--- src/rtl/dsp_pipe_pkg.sv ---
// Shared definitions for the DSP operand/control pipeline registers.
//   CE_HOLD / CE_CLEAR : enable-low behaviour selectors for CE_MODE
//   occ_width(depth)   : width of an occupancy counter able to hold 0..depth
//   ch_lo(ch, width)   : low bit index of channel ch in a flattened bus
package dsp_pipe_pkg;

  localparam int CE_HOLD  = 0;
  localparam int CE_CLEAR = 1;

  function automatic int occ_width(input int depth);
    return (depth < 1) ? 1 : $clog2(depth + 1);
  endfunction

  function automatic int ch_lo(input int ch, input int width);
    return ch * width;
  endfunction

endpackage

--- src/rtl/mux_pipe_stage.sv ---
// One pipeline stage: a W-bit register (data plus valid packed together).
//   clk, rst  : clock, synchronous active-high reset
//   flush     : synchronous clear, below rst in priority
//   ce        : load d when high; when low hold or clear per CE_MODE
//   d / q     : stage input / registered output
module mux_pipe_stage
  import dsp_pipe_pkg::*;
#(
  parameter int W       = 19,
  parameter int CE_MODE = CE_HOLD
) (
  input  logic         clk,
  input  logic         rst,
  input  logic         flush,
  input  logic         ce,
  input  logic [W-1:0] d,
  output logic [W-1:0] q
);

  always_ff @(posedge clk) begin
    if (rst || flush)              q <= '0;
    else if (ce)                   q <= d;
    else if (CE_MODE == CE_CLEAR)  q <= '0;
  end

endmodule

--- src/rtl/mux_pipe_reg.sv ---
// Multi-channel, DEPTH-stage operand pipeline with valid tracking, flush,
// registered occupancy count and selectable enable-low behaviour.
//   clk, rst   : clock, synchronous active-high reset
//   ce         : advance enable
//   flush      : synchronous clear of every stage
//   in_valid   : qualifies in
//   in         : NUM_CH*WIDTH bits, channel c at [c*WIDTH +: WIDTH]
//   out        : last-stage data (in when DEPTH=0)
//   out_valid  : last-stage valid (in_valid when DEPTH=0)
//   occupancy  : number of stages holding valid data
module mux_pipe_reg
  import dsp_pipe_pkg::*;
#(
  parameter  int WIDTH   = 18,
  parameter  int NUM_CH  = 1,
  parameter  int DEPTH   = 1,
  parameter  int CE_MODE = CE_HOLD,
  localparam int OCC_W   = occ_width(DEPTH)
) (
  input  logic                    clk,
  input  logic                    rst,
  input  logic                    ce,
  input  logic                    flush,
  input  logic                    in_valid,
  input  logic [NUM_CH*WIDTH-1:0] in,
  output logic [NUM_CH*WIDTH-1:0] out,
  output logic                    out_valid,
  output logic [OCC_W-1:0]        occupancy
);

  localparam int DW = NUM_CH * WIDTH;
  localparam int SW = DW + 1;   // valid rides in the MSB of each stage

  generate
    if (DEPTH == 0) begin : g_bypass
      // Pure wire: control inputs are intentionally ignored.
      logic unused_ctl;
      assign unused_ctl = ^{clk, rst, ce, flush};
      assign out        = in;
      assign out_valid  = in_valid;
      assign occupancy  = '0;
    end else begin : g_pipe
      logic [DEPTH:0][SW-1:0] stg;
      logic [DEPTH:0]         vld_pipe;
      logic [OCC_W-1:0]       occ_q;

      assign stg[0] = {in_valid, in};

      for (genvar k = 0; k < DEPTH; k++) begin : g_stg
        mux_pipe_stage #(.W(SW), .CE_MODE(CE_MODE)) u_stg (
          .clk   (clk),
          .rst   (rst),
          .flush (flush),
          .ce    (ce),
          .d     (stg[k]),
          .q     (stg[k+1])
        );
      end

      for (genvar k = 0; k <= DEPTH; k++) begin : g_vld
        assign vld_pipe[k] = stg[k][SW-1];
      end

      // Counter tracks entries minus exits; its clear conditions mirror the
      // stages exactly so it always equals the popcount of valid bits.
      always_ff @(posedge clk) begin
        if (rst || flush)
          occ_q <= '0;
        else if (ce)
          occ_q <= occ_q + OCC_W'(in_valid) - OCC_W'(vld_pipe[DEPTH]);
        else if (CE_MODE == CE_CLEAR)
          occ_q <= '0;
      end

      assign out       = stg[DEPTH][DW-1:0];
      assign out_valid = vld_pipe[DEPTH];
      assign occupancy = occ_q;
    end
  endgenerate

endmodule

--- config.mk ---
export PLATFORM = sky130hd
export DESIGN_NAME = mux_pipe_reg
export DESIGN_NICKNAME = d
export VERILOG_FILES = /design/src/rtl/dsp_pipe_pkg.sv /design/src/rtl/mux_pipe_stage.sv /design/src/rtl/mux_pipe_reg.sv
export SDC_FILE = /design/constraint.sdc
export NUM_CORES = 1
export LEC_CHECK = 0
export BUFFER_PORTS_ARGS = -buffer_cell sky130_fd_sc_hd__buf_2
export CORE_MARGIN = 2
export CORE_UTILIZATION = 41
export DETAILED_ROUTE_END_ITERATION = 10
export PLACE_DENSITY = 0.83
export SLEW_MARGIN = 20
export SYNTH_ARGS = -nofsm -noshare
export SYNTH_HDL_FRONTEND = slang
export SYNTH_HIERARCHICAL = 1
export SYNTH_SLANG_ARGS = --single-unit
export TNS_END_PERCENT = 10
--- constraint.sdc ---
create_clock -name clk -period 1.1 [get_ports clk]
set_input_delay 0.055 -clock clk [delete_from_list [all_inputs] [get_ports clk]]
set_output_delay 0.055 -clock clk [all_outputs]
set_load 0.03 [all_outputs]
==> reports/qor.csv, run 1 <==
metric,value,unit
status,finished clean,
TritonCTS buffer count,3,
Synth top area share,52.81,%
hold crit path type,primary input to register,
Synth Area in Adders,0,%
Sw Share,22.37,%
fill count,158,
utilization after layout,64.28,%
Final ANT Viol Nets,0,
initial antenna violation count,0,
H-tree Lvls,1,
# setup viols final,0,
DR vias,651,
share of cells above drive strength 1,41.32,%
Int Pwr,1.224,mW
Initial DRT Pass Iterations,4,
cell taking the most area after synthesis,dfxtp_1,
syn avg cell area,11.15,um^2
Leakage,0.5813,nW
CTS Buffer Depth,2,
Final Routed Wirelength,1540,um
Setup crit end kind,register,
post-synthesis cell count,68,
die height,47.01,um
clock slew at reported path FFs,120,ps
most common cell in the synthesized netlist,dfxtp_1,
RSZ-0062 raised after global routing,false,
sequential share of power,48.2,%
Max VDD drop,0.7707,mV
Slew HR,60.09,%
worst setup path endpoint,occupancy,
Initial Util,43.91,%
Commonest cells post-synth,"dfxtp_1 (20), mux2i_1 (19), nor2_1 (19), buf_6 (3)",
Synth Area in Compound Gates,3.135,%
post_cts resized,0,
main combinational cell family by area after synthesis,multiplexers,
largest cells by area after synthesis,"dfxtp_1 (53%), mux2i_1 (25%), nor2_1 (9.4%)",
Nets,145,
Core ar.,1727,um^2
drt initial violations,4,
Post-synth EDFFs,0,
FF-to-FF path depth,3,
Synth Area in Simple Gates,10.89,%
total global routing overflow,0,
Routability Congestion,0.6140,
I/O Pins,43,
CP Max Fanout,3,
TNS Setup,0,ps
Startpoint Class,register,
clk root buf,clkbuf_4,
Port-buffer cells,42,
"Hold Violations, Final",0,
clock power share,37.2,%
post-synthesis sequential element count,20,
DR WL/cell,10.55,um
antenna cell count,0,
Critical R2R Launch,g_pipe.g_stg[0].u_stg/q[18],
Synth Warn #,6,
vias in the first global route,596,
Psw,0.3526,mW
CP arrival,1250,ps
Chip Width,47.01,um
max-slew violation count,0,
die area,2209,um^2
DP Wirelength,1086,um
MaxCap Viol Count,0,
reg2reg setup slack,90,ps
prevailing post-synth register cell,dfxtp_1,
worst endpoint required time,1340,ps
syn nets,91,
actual slew at the worst max-slew pin,598.7,ps
XOR/XNOR share of the synthesized area,1.155,%
minimum clock period,1011,ps
site row count,15,
Fmax achieved,0.9894,GHz
Post-synth ARST share,0,%
Via density,4.459,
pwr dens,1421,nW/um^2
critical path type,register to register,
Skew-Pair Late Insertion Delay,290,ps
worst hold path stage count,3,
post-CTS setup buffer count,0,
"Seq/Total Area, Yosys",52.81,%
largest net degree at the start of global routing,20,
Mapped Area,758.2,um^2
crit path from,g_pipe.g_stg[0].u_stg/q[18],
fin crit share,91.88,%
TritonCTS Sinks,20,
R2R Path End,occupancy,
Clock Skew,12.10,ps
TritonCTS clock tree,done,
Synth cell types,11,
Gate power share,14.6,%
DR DRC count,0,
Area Growth Syn to Fin,46.37,%
first-pass GRT wire length,2380,um
mux cell area share after synthesis,25.08,%
Overall Global Routing Usage,15.22,%
[worst max-delay path, cell delays in order, from the launching register on]
cell,delay (ps)
dfxtp_2,350
xor2_1,180
a2111oi_2,290
a31o_1,130
[cells in the final DEF, fill, tap and decap left out]
cell type and n:
bufinv_16 1, or2_1 1, dfxtp_1 19, clkbuf_4 3, mux2i_1 19, dfxtp_2 1
inv_1 1, buf_2 42, dlygate4sd3_1 9, nor2_1 19, a2111oi_2 1, a31o_1 1
xor2_1 1, nor3_1 1, buf_4 2
[power groups by stage]
stage / Sequential [mW] / Combinational [mW] / Clock (mW)
floorplan: 0.825 / 0.0926 / 0
global placement: 0.775 / 0.202 / 0
detailed placement: 0.777 / 0.206 / 0
global route: 0.764 / 0.251 / 0.625
finish: 0.761 / 0.230 / 0.586
CTS: 0.761 / 0.228 / 0.594
[per-stage QoR]
stage | cells | cell area [um^2] | setup WS [ps] | hold WS (ps) | total power, mW
floorplan | 68 | 759.5 | 22.34 | 190.0 | 0.9177
global placement | 133 | 967.2 | 92.10 | 290.0 | 0.9774
detailed placement | 133 | 967.2 | 72.55 | 299.7 | 0.9830
CTS | 145 | 1100 | 29.29 | 2.841 | 1.583
global route | 146 | 1110 | 49.62 | 10.88 | 1.639
finish | 146 | 1110 | 89.28 | 0.03644 | 1.577
[state kept, by name, summed over array words and instances, names as in the netlist]
signal and count:
g_pipe.g_stg.u_stg/q 19, occupancy 1
[final cells by class]
cell class / count / area (um^2) / area share (%)
multi-input cells: 43 / 305.3 / 27.51
clock inverters: 1 / 30.03 / 2.706
clock buffers: 3 / 22.52 / 2.029
well taps: 25 / 31.28 / 2.819
inverters: 1 / 3.754 / 0.3382
flip-flops and latches: 20 / 401.6 / 36.19
repair buffers: 53 / 315.3 / 28.41
[routing by layer]
layer / GRT usage (%) / wire length (um)
met1: 17.02 / 632
met2: 28.77 / 764
met3: 3.846 / 144
met4: 3.333 / 0
met5: 0 / 0
[what timing repair did]
item,CTS,global route
endpoints found under the hold margin,8,1
hold buffers,8,1
endpoints found under the setup margin,0,1
[how the worst min path moves through the flow]
stage                     startpoint                          end  slack (ps)
after floorplan                   ce                    occupancy         190
after global placement         in[4]   g_pipe.g_stg[0].u_stg/q[4]         290
after detailed placement       in[8]   g_pipe.g_stg[0].u_stg/q[8]         300
after CTS                      in[9]   g_pipe.g_stg[0].u_stg/q[9]           3
after global routing          in[12]  g_pipe.g_stg[0].u_stg/q[12]          10
final                          in[6]   g_pipe.g_stg[0].u_stg/q[6]        0.04
[cells by family after synthesis]
family | after synthesis
mux | 19
xor+xnor | 1
buf+inv | 5
flops | 20
compound gates | 2
simple gates | 21
(Power assumes the default switching activity.)
==> inputs of run 2 (changes only) <==
--- a/config.mk
+++ b/config.mk
@@ -6,10 +6,10 @@
 export NUM_CORES = 1
 export LEC_CHECK = 0
 export BUFFER_PORTS_ARGS = -buffer_cell sky130_fd_sc_hd__buf_2
-export CORE_MARGIN = 2
-export CORE_UTILIZATION = 41
+export CORE_MARGIN = 10
+export CORE_UTILIZATION = 37
 export DETAILED_ROUTE_END_ITERATION = 10
-export PLACE_DENSITY = 0.83
+export PLACE_DENSITY = 0.8
 export SLEW_MARGIN = 20
 export SYNTH_ARGS = -nofsm -noshare
 export SYNTH_HDL_FRONTEND = slang
==> constraint.sdc (replaced) <==
create_clock -name clk -period 0.8 [get_ports clk]
set_input_delay 0.04 -clock clk [delete_from_list [all_inputs] [get_ports clk]]
set_output_delay 0.04 -clock clk [all_outputs]
set_load 0.03 [all_outputs]
==> reports/qor.csv, run 2 (synthesis gave the netlist of run 1 again) <==
metric,value,unit,change
status,"complete, but fails checks",,
failing checks,setup timing,,
TNS Setup,-797.0,ps,-797.0 ps
die height,65.27,um,+39%
Initial DRT Pass Iterations,4,,unchanged
Psw,0.5429,mW,+54%
hold crit path type,primary input to register,,
Nets,155,,+6.9%
Total Power,2.189,mW,+39%
antenna cell count,0,,unchanged
clk root buf,clkbuf_4,,
CTS Buffer Depth,2,,unchanged
"commonest non-fill, non-tap cell in the layout",buf_2,,
site row count,16,,+1
Largest Register,g_pipe.g_stg.u_stg/q,,
H-tree Lvls,1,,unchanged
max-slew violation count,0,,unchanged
Overall Global Routing Usage,11.11,%,-4.1 points
die area,4260,um^2,+93%
fill count,147,,-7.0%
"slowest stage delay, CP",370,ps,+20 ps
Sw Share,24.80,%,+2.4 points
minimum clock period,1013,ps,+2.327 ps
actual slew at the worst max-slew pin,247.1,ps,-351.6 ps
Clock Skew,0.3745,ps,-11.72 ps
I/O Pins,43,,unchanged
clock slew at reported path FFs,120,ps,about the same
first-pass GRT wire length,3870,um,+63%
Routability Congestion,0.7175,,+17%
worst hold slack,2.284,ps,+2.247 ps
sum of buffers and inverters on the critical path,0,,unchanged
Port-buffer cells,42,,unchanged
DR WL/cell,15.09,um,+43%
crit-path leading delay family,compound AO/OA/AOI/OAI gates,,
pwr dens,1568,nW/um^2,+10%
MaxCap Viol Count,0,,unchanged
vias in the first global route,804,,+35%
Area Growth Syn to Fin,84.16,%,
Initial Util,38.65,%,-5.3 points
TritonCTS Sinks,20,,unchanged
fin crit share,126.6,%,+35 points
"Worst Setup Slack, final",-213.0,ps,-302.3 ps
DP Wirelength,1567,um,+44%
largest net degree at the start of global routing,13,,-35%
footprint of the multi-input gates,325.3,um^2,+6.6%
initial antenna violation count,0,,unchanged
TritonCTS clock tree,done,,
Slew HR,83.53,%,+23 points
CP arrival,1260,ps,about the same
Final Routed Wirelength,2385,um,+55%
drt initial violations,16,,+12
Fmax achieved,0.9871,GHz,-0.23%
critical path type,register to register,,
Core ar.,1962,um^2,+14%
# setup viols final,21,,+21
Int Pwr,1.646,mW,+34%
Final ANT Viol Nets,0,,unchanged
Setup crit end kind,register,,
Chip Width,65.27,um,+39%
slowest CP cell,dfxtp_4,,
CP Max Fanout,2,,-1
sequential share of power,48.4,%,+0.2 points
clock power share,32.1,%,-5.1 points
Max VDD drop,1.026,mV,+33%
most frequent cells in the layout,"buf_2 (22), buf_6 (20), mux2i_1 (19), nor2_1 (19), dfxtp_2 (19)",,
share of cells above drive strength 1,55.73,%,+14 points
worst endpoint required time,1050,ps,-290 ps
max FFs per register,19,,unchanged
Gate power share,19.6,%,+5.0 points
Startpoint Class,register,,
FF/Latch Area,427.9,um^2,+6.5%
total global routing overflow,0,,unchanged
RSZ-0062 raised after global routing,true,,
Via density,4.513,,+1.2%
DR DRC count,0,,unchanged
"Hold Violations, Final",0,,unchanged
DR vias,713,,+9.5%
worst path cell trace,xor2_2 -> a2111oi_4 -> a31o_1,,
TritonCTS buffer count,3,,unchanged
Skew-Pair Late Insertion Delay,290,ps,about the same
Leakage,0.6570,nW,+13%
[run 2: per-layer routing]
layer  global-route usage, %  vias up  share of wire [%]
met2                   20.98       32                 49
met5                       0        -                  0
li1                        -      351                  -
met3                   4.915        0                9.6
met4                   1.604        0                  0
met1                   11.13      330                 41
[run 2: worst paths after layout]
check | start | end | slack, ps | cells after the start
min reg2reg | g_pipe.g_stg[0].u_stg/q[5] | g_pipe.g_stg[0].u_stg/q[5] | 520 | 2
max | g_pipe.g_stg[0].u_stg/q[18] | occupancy | -210 | 3
min | in[13] | g_pipe.g_stg[0].u_stg/q[13] | 2 | 3
max reg2reg | g_pipe.g_stg[0].u_stg/q[18] | occupancy | -210 | 3
[run 2: area by class of cell]
class                           instances  share of cell area (%)
Clock buffer                            4                   3.405
Inverter                                1                  0.2688
Multi-Input combinational cell         43                   23.30
Sequential cell                        20                   30.65
Tap cell                               27                   2.419
Timing Repair Buffer                   63                   39.96
[run 2: per-stage QoR]
| step | worst slack [ps] | cells | cell area, um^2 | utilization (%) |
|---|---|---|---|---|
| final | -213.0 | 158 | 1396 | 71.17 |
| after global routing | -254.0 | 158 | 1396 | 71.17 |
| after CTS | -239.8 | 158 | 1384 | 70.54 |
| after detailed placement | -213.7 | 138 | 1028 | 52.42 |
| after global placement | -147.3 | 138 | 1028 | 52.42 |
| after floorplan | -193.0 | 68 | 770.7 | - |
[run 2: repair_timing]
| item | 4_1_cts | 5_1_grt |
|---|---|---|
| gates resized for setup | 58 | 1 |
| endpoints found under the hold margin | 16 | 0 |
| buffers inserted | 0 | 0 |
| hold buffers | 16 | 0 |
| endpoints found under the setup margin | 21 | 22 |
[run 2: worst register-to-register path, stage by stage, from the launching register on]
cell       delay (ps)
dfxtp_4           370
xor2_2            160
a2111oi_4         300
a31o_1            140
[run 2: power groups by stage]
stage               Sequential, mW  Combinational (mW)  Clock, mW
detailed placement            1.07               0.320          0
CTS                           1.06               0.418      0.705
floorplan                     1.13               0.129          0
global placement              1.06               0.309          0
finish                        1.06               0.429      0.702
global route                  1.06               0.457      0.762
==> inputs of run 3 (changes only) <==
--- a/config.mk
+++ b/config.mk
@@ -7,12 +7,13 @@
 export LEC_CHECK = 0
 export BUFFER_PORTS_ARGS = -buffer_cell sky130_fd_sc_hd__buf_2
 export CORE_MARGIN = 10
-export CORE_UTILIZATION = 37
+export CORE_UTILIZATION = 40
+export CTS_BUF_LIST = sky130_fd_sc_hd__clkbuf_2
 export DETAILED_ROUTE_END_ITERATION = 10
-export PLACE_DENSITY = 0.8
+export PLACE_DENSITY = 0.84
+export SKIP_LAST_GASP = 1
 export SLEW_MARGIN = 20
 export SYNTH_ARGS = -nofsm -noshare
 export SYNTH_HDL_FRONTEND = slang
-export SYNTH_HIERARCHICAL = 1
 export SYNTH_SLANG_ARGS = --single-unit
 export TNS_END_PERCENT = 10
==> reports/qor.csv, run 3 <==
metric,value,unit,change
DP Wirelength,1571,um,+0.26%
CTS Buffer Depth,2,,unchanged
TritonCTS Sinks,20,,unchanged
DR DRC count,0,,unchanged
Synth cell types,15,,+4
XOR/XNOR share of the synthesized area,1.131,%,-0.024 points
pwr dens,1443,nW/um^2,-8.0%
CP arrival,900,ps,-360 ps
Max VDD drop,0.9135,mV,-11%
Chip Width,64,um,-1.9%
"Worst Setup Slack, final",-141.4,ps,+71.68 ps
fin crit share,117.7,%,-9.0 points
vias in the first global route,779,,-3.1%
DR vias,730,,+2.4%
Synth top area share,51.70,%,-1.1 points
critical path type,register to output port,,
Startpoint Class,register,,
failing checks,setup timing,,
Nets,161,,+3.9%
Largest Register,g_pipe.g_stg.u_stg.q,,
actual slew at the worst max-slew pin,215.6,ps,-31.44 ps
Area Growth Syn to Fin,66.56,%,
FF-to-FF path depth,3,,unchanged
drt initial violations,15,,-1
Mapped Area,774.5,um^2,+2.1%
DR WL/cell,14.04,um,-7.0%
status,"complete, but fails checks",,
Overall Global Routing Usage,11.58,%,+0.47 points
minimum clock period,941.4,ps,-71.68 ps
Port-buffer cells,42,,unchanged
most common cell in the synthesized netlist,dfxtp_1,,
mux cell area share after synthesis,24.56,%,-0.53 points
RSZ-0062 raised after global routing,true,,
Synth Area in Adders,0,%,unchanged
Post-synth ARST share,0,%,unchanged
crit path from,g_pipe.g_stg[0].u_stg.q[18],,
post-synthesis cell count,69,,+1.5%
main combinational cell family by area after synthesis,multiplexers,,
max FFs per register,19,,unchanged
Post-synth EDFFs,0,,unchanged
cell taking the most area after synthesis,dfxtp_1,,
MaxCap Viol Count,0,,unchanged
die height,64,um,-1.9%
TritonCTS buffer count,3,,unchanged
worst hold path stage count,4,,+1
Synth Area in Simple Gates,15.35,%,+4.5 points
Clock Skew,1.992,ps,+1.618 ps
"Seq/Total Area, Yosys",51.70,%,-1.1 points
"commonest non-fill, non-tap cell in the layout",buf_2,,
TritonCTS clock tree,done,,
"slowest stage delay, CP",380,ps,about the same
Commonest cells post-synth,"dfxtp_1 (20), mux2i_1 (19), nor2_2 (10), nor2_1 (9)",,
CP Max Fanout,2,,unchanged
I/O Pins,43,,unchanged
antenna cell count,0,,unchanged
Skew-Pair Late Insertion Delay,280,ps,about the same
"Hold Violations, Final",0,,unchanged
prevailing post-synth register cell,dfxtp_1,,
R2R Path End,occupancy,,
Synth Area in Compound Gates,1.131,%,-2.0 points
share of cells above drive strength 1,49.64,%,-6.1 points
largest cells by area after synthesis,"dfxtp_1 (52%), mux2i_1 (25%), nor2_2 (8.1%)",,
Final Routed Wirelength,2274,um,-4.7%
worst hold slack,43.32,ps,+41.04 ps
worst endpoint required time,760,ps,-290 ps
Routability Congestion,0.6912,,-3.7%
syn avg cell area,11.22,um^2,+0.66%
total global routing overflow,0,,unchanged
worst path cell trace,buf_6 -> buf_6,,
first-pass GRT wire length,3781,um,-2.3%
sum of buffers and inverters on the critical path,2,,+2
Leakage,0.6548,nW,-0.32%
slowest CP cell,dfxtp_4,,
Via density,4.506,,-0.14%
Crit path depth,2,,-1
reg2reg setup slack,-90,ps,+120 ps
clock slew at reported path FFs,160,ps,+40 ps
Final ANT Viol Nets,0,,unchanged
syn nets,92,,+1.1%
"most used cell, CP",buf_6,,
clk root buf,clkbuf_2,,
Slew HR,85.21,%,+1.7 points
Total Power,1.861,mW,-15%
worst setup path endpoint,out_valid,,
initial antenna violation count,0,,unchanged
max-slew violation count,0,,unchanged
Setup crit end kind,output port,,
site row count,15,,-1
die area,4096,um^2,-3.9%
largest net degree at the start of global routing,12,,-1
post-synthesis sequential element count,20,,unchanged
Critical R2R Launch,g_pipe.g_stg[0].u_stg.q[18],,
Initial Util,43.44,%,+4.8 points
crit-path leading delay family,flip-flops,,
H-tree Lvls,1,,unchanged
Core ar.,1783,um^2,-9.1%
most frequent cells in the layout,"buf_2 (39), mux2i_1 (19), dlygate4sd3_1 (19)",,
# setup viols final,21,,unchanged
hold crit path type,primary input to register,,
Fmax achieved,1.062,GHz,+7.6%
Initial DRT Pass Iterations,2,,-2
Synth Warn #,0,,-6
[run 3: worst min-delay path by stage]
stage | start | end | slack (ps)
6_report | rst | occupancy | 40
5_1_grt | rst | occupancy | 40
4_1_cts | rst | occupancy | 10
3_5_place_dp | in[0] | g_pipe.g_stg[0].u_stg.q[0] | 280
3_3_place_gp | in[0] | g_pipe.g_stg[0].u_stg.q[0] | 280
2_1_floorplan | in_valid | g_pipe.g_stg[0].u_stg.q[18] | 190
[run 3: power breakdown]
| group | total [mW] | internal (mW) | switching [mW] |
|---|---|---|---|
| Sequential | 1.05 | 1.03 | 0.0171 |
| Combinational | 0.416 | 0.217 | 0.200 |
| Clock | 0.398 | 0.133 | 0.266 |
[run 3: cells by family after synthesis]
group | count (synthesis)
xor+xnor | 1
flops | 20
mux | 19
compound gates | 1
simple gates | 23
buf+inv | 5
[run 3: area by class of cell]
cell class,instances,area [um^2]
Fill cell,136,493.0
Multi-Input combinational cell,44,326.6
Tap cell,25,31.28
Clock buffer,4,20.02
Sequential cell,20,407.9
Timing Repair Buffer,68,500.5
Inverter,1,3.754
[run 3: stage by stage]
step	setup TNS, ps	instances	utilization [%]	instance area, um^2	setup WS (ps)
floorplan	-73.29	69	-	779.5	-73.29
global placement	-21.70	138	58.74	1047	-21.70
detailed placement	-47.13	138	58.74	1047	-47.13
CTS	-2343	162	71.93	1282	-173.3
global route	-3368	162	72.35	1290	-221.7
finish	-1727	162	72.35	1290	-141.4
[run 3: timing repair]
| item | in CTS | in global routing |
|---|---|---|
| buffers inserted | 1 | 0 |
| resized for setup | 6 | 4 |
| endpoints found under the hold margin | 19 | 0 |
| endpoints found under the setup margin | 21 | 21 |
| hold buffers | 19 | 0 |
[run 3: per-layer routing]
| metal | wire length, um | part of all wire, % | track usage (%) |
|---|---|---|---|
| met1 | 894 | 39 | 11.51 |
| met2 | 1202 | 53 | 20.40 |
| met3 | 98 | 4.3 | 2.962 |
| met4 | 78 | 3.4 | 8.470 |
| met5 | 0 | 0 | 0 |
[run 3: worst register-to-register path: cells and delay by family, from the launching register on]
family | cells | cell delay [ps]
compound gates | 1 | 250
xor+xnor | 1 | 150
flops | 1 | 380
simple gates | 1 | 60
